`config.mk`:
```
export PLATFORM = sky130hd
export DESIGN_NAME = amba3_apb_slave_regs_flat
export DESIGN_NICKNAME = d
export VERILOG_FILES = /design/src/rtl/amba3_apb_slave_regs_pkg.sv /design/src/rtl/amba3_apb_slave_regs_if.sv /design/src/rtl/amba3_apb_regbank.sv /design/src/rtl/amba3_apb_slave_regs.sv /design/src/flat_wrapper.sv
export SDC_FILE = /design/constraint.sdc
export NUM_CORES = 1
export LEC_CHECK = 0
export ABC_AREA = 0
export CAP_MARGIN = 15
export CORE_ASPECT_RATIO = 1.1
export CORE_MARGIN = 3
export CORE_UTILIZATION = 35
export CTS_CLUSTER_SIZE = 25
export DETAILED_ROUTE_END_ITERATION = 8
export GPL_ROUTABILITY_DRIVEN = 1
export PLACE_DENSITY = 0.5
export SETUP_SLACK_MARGIN = 0.2
export SLEW_MARGIN = 20
export SYNTH_ARGS = -nofsm -noshare
export SYNTH_HDL_FRONTEND = slang
export SYNTH_SLANG_ARGS = --single-unit
```
`constraint.sdc`:
```
create_clock -name pclk -period 5.8 [get_ports pclk]
set_input_delay 1.74 -clock pclk [delete_from_list [all_inputs] [get_ports pclk]]
set_output_delay 1.74 -clock pclk [all_outputs]
set_load 0.01 [all_outputs]
```
`src/rtl/amba3_apb_slave_regs_pkg.sv`:
```
// Shared definitions for the AMBA3 APB register slave: FSM state encoding
// and wait-state limits.
package pkg_amba3;

  typedef enum logic [1:0] {
    IDLE  = 2'd0,
    WAIT  = 2'd1,
    READY = 2'd2
  } apb_state_e;

  localparam int MAX_WAIT_CYCLES = 15;
  localparam int WAIT_CNT_BITS   = $clog2(MAX_WAIT_CYCLES + 1);

endpackage

```
`src/rtl/amba3_apb_slave_regs_if.sv`:
```
// APB3 bus bundle shared between a master (bench or bridge) and the register slave.
interface amba3_apb_slave_regs_if #(
  parameter int ADDR_BITS = 32,
  parameter int DATA_BITS = 32
);

  logic [ADDR_BITS-1:0] paddr;
  logic                 psel;
  logic                 penable;
  logic                 pwrite;
  logic [DATA_BITS-1:0] pwdata;
  logic                 pready;
  logic [DATA_BITS-1:0] prdata;

  modport master (
    output paddr, psel, penable, pwrite, pwdata,
    input  pready, prdata
  );

  modport slave (
    input  paddr, psel, penable, pwrite, pwdata,
    output pready, prdata
  );

endinterface

```
`src/rtl/amba3_apb_regbank.sv`:
```
// Register storage for the APB slave: byte address decode, range check,
// per-register write enable and combinational read of the addressed word.
module amba3_apb_regbank #(
  parameter int ADDR_BITS = 32,
  parameter int DATA_BITS = 32,
  parameter int NUM_REGS  = 16
) (
  input  logic                 clk,
  input  logic                 rst_n,
  input  logic [ADDR_BITS-1:0] addr,
  input  logic                 wr_en,
  input  logic [DATA_BITS-1:0] wr_data,
  output logic [DATA_BITS-1:0] rd_data,
  output logic                 hit
);

  localparam int IDX_BITS = $clog2(NUM_REGS);

  logic [IDX_BITS-1:0]  index;
  logic [DATA_BITS-1:0] regs [NUM_REGS];

  // Word index comes from the bits just above the byte lane; anything set
  // above the index field falls outside the bank.
  assign index   = addr[IDX_BITS+1:2];
  assign hit     = (addr >> (IDX_BITS + 2)) == '0;
  assign rd_data = regs[index];

  generate
    for (genvar gi = 0; gi < NUM_REGS; gi++) begin : g_reg
      logic [DATA_BITS-1:0] value_reg;

      always_ff @(posedge clk or negedge rst_n) begin
        if (!rst_n) begin
          value_reg <= '0;
        end else if (wr_en && hit && (index == IDX_BITS'(gi))) begin
          value_reg <= wr_data;
        end
      end

      assign regs[gi] = value_reg;
    end
  endgenerate

endmodule

```
`src/rtl/amba3_apb_slave_regs.sv`:
```
// APB3 slave with NUM_REGS read/write registers and a fixed number of wait
// states per transfer; the transfer FSM lives here, storage in the regbank.
module amba3_apb_slave_regs
  import pkg_amba3::*;
#(
  parameter int ADDR_BITS   = 32,
  parameter int DATA_BITS   = 32,
  parameter int NUM_REGS    = 16,
  parameter int WAIT_CYCLES = 0
) (
  input logic                   pclk,
  input logic                   preset_n,
  amba3_apb_slave_regs_if.slave apb
);

  localparam logic [WAIT_CNT_BITS-1:0] WAIT_INIT = WAIT_CNT_BITS'(WAIT_CYCLES);

  apb_state_e               state_reg;
  logic [WAIT_CNT_BITS-1:0] wait_cnt_reg;
  logic [ADDR_BITS-1:0]     addr_reg;
  logic                     write_reg;
  logic                     pready_reg;
  logic [DATA_BITS-1:0]     prdata_reg;

  logic                 setup_edge;
  logic                 complete;
  logic [ADDR_BITS-1:0] bank_addr;
  logic                 bank_we;
  logic [DATA_BITS-1:0] bank_rdata;
  logic                 bank_hit;
  logic                 rd_is_write;
  logic [DATA_BITS-1:0] rd_value;

  assign setup_edge = apb.psel && !apb.penable;
  assign complete   = apb.psel && apb.penable && pready_reg;

  // In IDLE the setup-phase address is still on the bus (zero-wait reads
  // sample it on the setup edge); afterwards only the latched copy is used.
  assign bank_addr   = (state_reg == IDLE) ? apb.paddr  : addr_reg;
  assign rd_is_write = (state_reg == IDLE) ? apb.pwrite : write_reg;
  assign rd_value    = (rd_is_write || !bank_hit) ? '0 : bank_rdata;
  assign bank_we     = (state_reg == READY) && complete && write_reg;

  amba3_apb_regbank #(
    .ADDR_BITS (ADDR_BITS),
    .DATA_BITS (DATA_BITS),
    .NUM_REGS  (NUM_REGS)
  ) u_regbank (
    .clk     (pclk),
    .rst_n   (preset_n),
    .addr    (bank_addr),
    .wr_en   (bank_we),
    .wr_data (apb.pwdata),
    .rd_data (bank_rdata),
    .hit     (bank_hit)
  );

  always_ff @(posedge pclk or negedge preset_n) begin
    if (!preset_n) begin
      state_reg    <= IDLE;
      wait_cnt_reg <= '0;
      addr_reg     <= '0;
      write_reg    <= 1'b0;
      pready_reg   <= 1'b0;
      prdata_reg   <= '0;
    end else begin
      case (state_reg)
        IDLE: begin
          if (setup_edge) begin
            addr_reg     <= apb.paddr;
            write_reg    <= apb.pwrite;
            wait_cnt_reg <= WAIT_INIT;
            if (WAIT_CYCLES == 0) begin
              state_reg  <= READY;
              pready_reg <= 1'b1;
              prdata_reg <= rd_value;
            end else begin
              state_reg <= WAIT;
            end
          end
        end

        WAIT: begin
          if (!apb.psel) begin
            state_reg    <= IDLE;
            wait_cnt_reg <= '0;
          end else begin
            wait_cnt_reg <= wait_cnt_reg - WAIT_CNT_BITS'(1);
            // Counter hits zero on this edge: next cycle is the completing one.
            if (wait_cnt_reg == WAIT_CNT_BITS'(1)) begin
              state_reg  <= READY;
              pready_reg <= 1'b1;
              prdata_reg <= rd_value;
            end
          end
        end

        READY: begin
          if (complete || !apb.psel) begin
            state_reg  <= IDLE;
            pready_reg <= 1'b0;
            prdata_reg <= '0;
          end
        end

        default: begin
          state_reg  <= IDLE;
          pready_reg <= 1'b0;
          prdata_reg <= '0;
        end
      endcase
    end
  end

  assign apb.pready = pready_reg;
  assign apb.prdata = prdata_reg;

endmodule

```
`src/flat_wrapper.sv`:
```
// flat-port wrapper written by rule: the top's interface ports become plain ports
module amba3_apb_slave_regs_flat import pkg_amba3::*;
#(
  parameter int ADDR_BITS   = 32,
  parameter int DATA_BITS   = 32,
  parameter int NUM_REGS    = 16,
  parameter int WAIT_CYCLES = 0
)
  (pclk, preset_n, apb_paddr, apb_psel, apb_penable, apb_pwrite, apb_pwdata, apb_pready, apb_prdata);
  amba3_apb_slave_regs_if #(.ADDR_BITS(ADDR_BITS), .DATA_BITS(DATA_BITS)) apb_i ();
  input logic pclk;
  input logic preset_n;
  input wire logic [$bits(apb_i.paddr)-1:0] apb_paddr;
  input wire logic [$bits(apb_i.psel)-1:0] apb_psel;
  input wire logic [$bits(apb_i.penable)-1:0] apb_penable;
  input wire logic [$bits(apb_i.pwrite)-1:0] apb_pwrite;
  input wire logic [$bits(apb_i.pwdata)-1:0] apb_pwdata;
  output wire logic [$bits(apb_i.pready)-1:0] apb_pready;
  output wire logic [$bits(apb_i.prdata)-1:0] apb_prdata;
  assign apb_i.paddr = apb_paddr;
  assign apb_i.psel = apb_psel;
  assign apb_i.penable = apb_penable;
  assign apb_i.pwrite = apb_pwrite;
  assign apb_i.pwdata = apb_pwdata;
  assign apb_pready = apb_i.pready;
  assign apb_prdata = apb_i.prdata;
  amba3_apb_slave_regs #(.ADDR_BITS(ADDR_BITS), .DATA_BITS(DATA_BITS), .NUM_REGS(NUM_REGS), .WAIT_CYCLES(WAIT_CYCLES)) u_core (.pclk(pclk), .preset_n(preset_n), .apb(apb_i));
endmodule
```
==> summary.txt <==
Power
  • Maximum vdd ir drop: approximately 0.15 mV
  • PD cells: around 290 nW/um2
  • Pleak: around 14 nW

Logic synthesis
  • Seq/Total Area, Yosys: 54.6%
  • Mapped Nets: 1798
  • Synth unique cells: 37
  • Number of flops mapped to enable cells by yosys: 0
  • Synthesized area per cell: 15.3 um2
  • Synth top area share: approximately 55%
  • Ys flop type: dfrtp_1
  • Yosys top cell by area: dfrtp_1
  • Post-synthesis cell count: ~1700
  • Post-Syn Area: 26400 um2
  • Synth Warn #: 0
  • Yosys reg bits: 576
  • Main area contributors after synthesis: dfrtp_1 (55%), mux2_2 (21%), mux2i_1 (7.4%), mux4_2 (5.5%), buf_6 (2.2%)
  • Commonest cells post-synth: dfrtp_1 (576), mux2_2 (495), mux2i_1 (194)
  • Leading cell type by number of instances after synthesis: dfrtp_1
  • Asr flop ratio synth: 100%

Cells and area
  • Area growth, synth to finish: 15.2%
  • Share of layout cells above drive strength 1: about two fifths
  • Cell Count, Final, Fillers Out: roughly 2800
  • FILL cells: just under 7000
  • NumNets Final: 1869
  • Final Core Density: between 40% and 50%
  • Max FFs per register: around 510

GRT
  • GRT Total Usage: between 10% and 20%
  • Vias in the first global route: about 16000
  • Largest net degree at the start of global routing: 99
  • Gr ovfl total: 0
  • Initial antenna violation count: 3
  • First-pass GRT wire length: ~100000 um

STA
  • Worst slew pin tran: ~1.1 ns
  • Final setup violation count: 0
  • Clk_skew: 0.0218 ns
  • Final period util: 75.8%
  • Slew headroom: about 28%
  • Crit path time final: roughly 4.4 ns
  • Final hold vios: 0
  • RSZ-0062 raised after global routing: no
  • Fmax achieved: approximately 0.23 GHz
  • Slew Viols, Final: 0
  • Fin Setup TNS: 0 ns

Worst hold path
  • HP Start: u_core.apb.prdata[31]
  • Worst hold path type: reg -> reg

Job
  • Max-cap violations: 0

Setup path
  • Crit start category: input port
  • CP Capture Type: register
  • Worst EP required: between 6 and 7 ns
  • Crit Path Category: in -> reg
  • Max Fanout on Critical Path: 23
  • CP startpoint: apb_paddr[14]
  • R2r startpoint: u_core.apb.pready
  • Arrival time at the worst endpoint: a little under 5 ns

Clocking
  • CTS sink cnt: around 580
  • Root Driver: clkbuf_16
  • Postcts setup bufs: 0
  • # H-tree levels: 3
  • Number of buffers created by CTS: 67
  • Hold buffer count at cts: 0
  • Clk pin slew, worst setup/hold paths: around 0.050 ns
  • Worst skew pair latency: 0.59 ns
  • Cts repair resizes: 0
  • CTS tree: done
  • Max Buffers Root-to-Sink: 3

Die
  • Initial core utilization: 35.4%
  • Die X: around 270 um
  • Rows: 105
  • Core area: around 75000 um2
  • Number of I/O pins: slightly above 100
  • Die H: 294 um
  • Die area: just under 80000 um2

Route
  • DR pass1 iterations: 4
  • Drt via density: between 5 and 6
  • Vias: 14800
  • Iteration-0 DRC Markers: ~730
  • Drt wl/cell: 23.5 um
  • Post-DRT Antenna Nets: 0
  • Total routed wirelength: around 66000 um
  • Drt drc: 0

Placed design
  • IO Port Bufs: between 90 and 100
  • Placer congestion estimate: roughly 0.7
  • Placed Cells incl. Taps: 2694
  • Post-DP HPWL: about 37000 um

Status
  • Status: finished, final reports clean
[cell families after synthesis]
logic type / synth area share [%]
compound gates: 3.95
xor+xnor: 0.0332
buf+inv: 3.72
flops: 54.6
mux: 36.1
simple gates: 1.65
[layer usage]
| layer | GRT usage (%) | vias to the layer above | part of all wire [%] | routed length [um] |
|---|---|---|---|---|
| li1 | - | 6565 | - | - |
| met2 | 28.7 | 211 | 49 | 32300 |
| met4 | 4.71 | 2 | 2.0 | 1300 |
| met5 | 0 | - | 0.020 | 13 |
| met1 | 22.8 | 7978 | 45 | 30000 |
| met3 | 2.86 | 88 | 3.6 | 2380 |
[worst max-delay path, stage by stage]
cell	delay, ns
clkdlybuf4s50_1	0.42
nor4_1	0.48
nand4_1	0.15
or4_1	0.43
buf_4	0.30
a2111oi_4	0.37
buf_4	0.52
mux2_2	0.40
[cell type report]
type,instances,area (um2),area share (%)
Tap cell,963,1200,3.96
Clock inverter,13,173,0.568
Inverter,1,3.75,0.0123
Multi-Input combinational cell,1003,11100,36.4
Timing Repair Buffer,151,1510,4.97
Sequential cell,576,14400,47.4
Antenna cell,2,5.00,0.0165
Clock buffer,99,2010,6.62
[cells in the final DEF (no fill, tap or decap), types with 11 or more instances in the layout]
master and instances:
clkbuf_1 15, clkbuf_8 13, o31ai_1 32, mux2_2 493, clkbuf_16 71, mux4_2 64
o22ai_1 64, or4_1 11, nand2_1 37, dfrtp_1 576, mux2_1 50, mux2i_1 193
clkdlybuf4s50_1 98, buf_4 42
[power by group]
group | internal [mW] | switching (mW) | total, mW
Sequential | 4.06 | 0.0256 | 4.08
Combinational | 0.222 | 0.401 | 0.624
Clock | 2.57 | 1.63 | 4.19
Total | 6.85 | 2.05 | 8.90
[per-stage QoR]
step	instance area (um2)	setup slack, ns	hold WS, ns	power [mW]
floorplan	26400	1.88	0.453	4.49
global placement	28200	0.774	0.462	4.78
detailed placement	28200	0.817	0.471	4.80
CTS	30400	1.43	0.485	9.08
global route	30400	1.34	0.501	9.25
finish	30400	1.40	0.481	8.90
[path summary, 6_finish.rpt]
check / cells after the start / to / slack, ns
worst max-delay path: 8 / u_core.u_regbank.g_reg[0].value_reg[28] / 1.40
worst max register to register: 5 / u_core.u_regbank.g_reg[0].value_reg[28] / 1.69
worst min register to register: 2 / u_core.apb.prdata[31] / 0.48
max in group asynchronous: 2 / u_core.u_regbank.g_reg[13].value_reg[8] / 3.48
worst min-delay path: 2 / u_core.apb.prdata[31] / 0.48
min in group asynchronous: 1 / u_core.u_regbank.g_reg[9].value_reg[26] / 1.20
No activity file was read; power rests on OpenSTA's default activity.
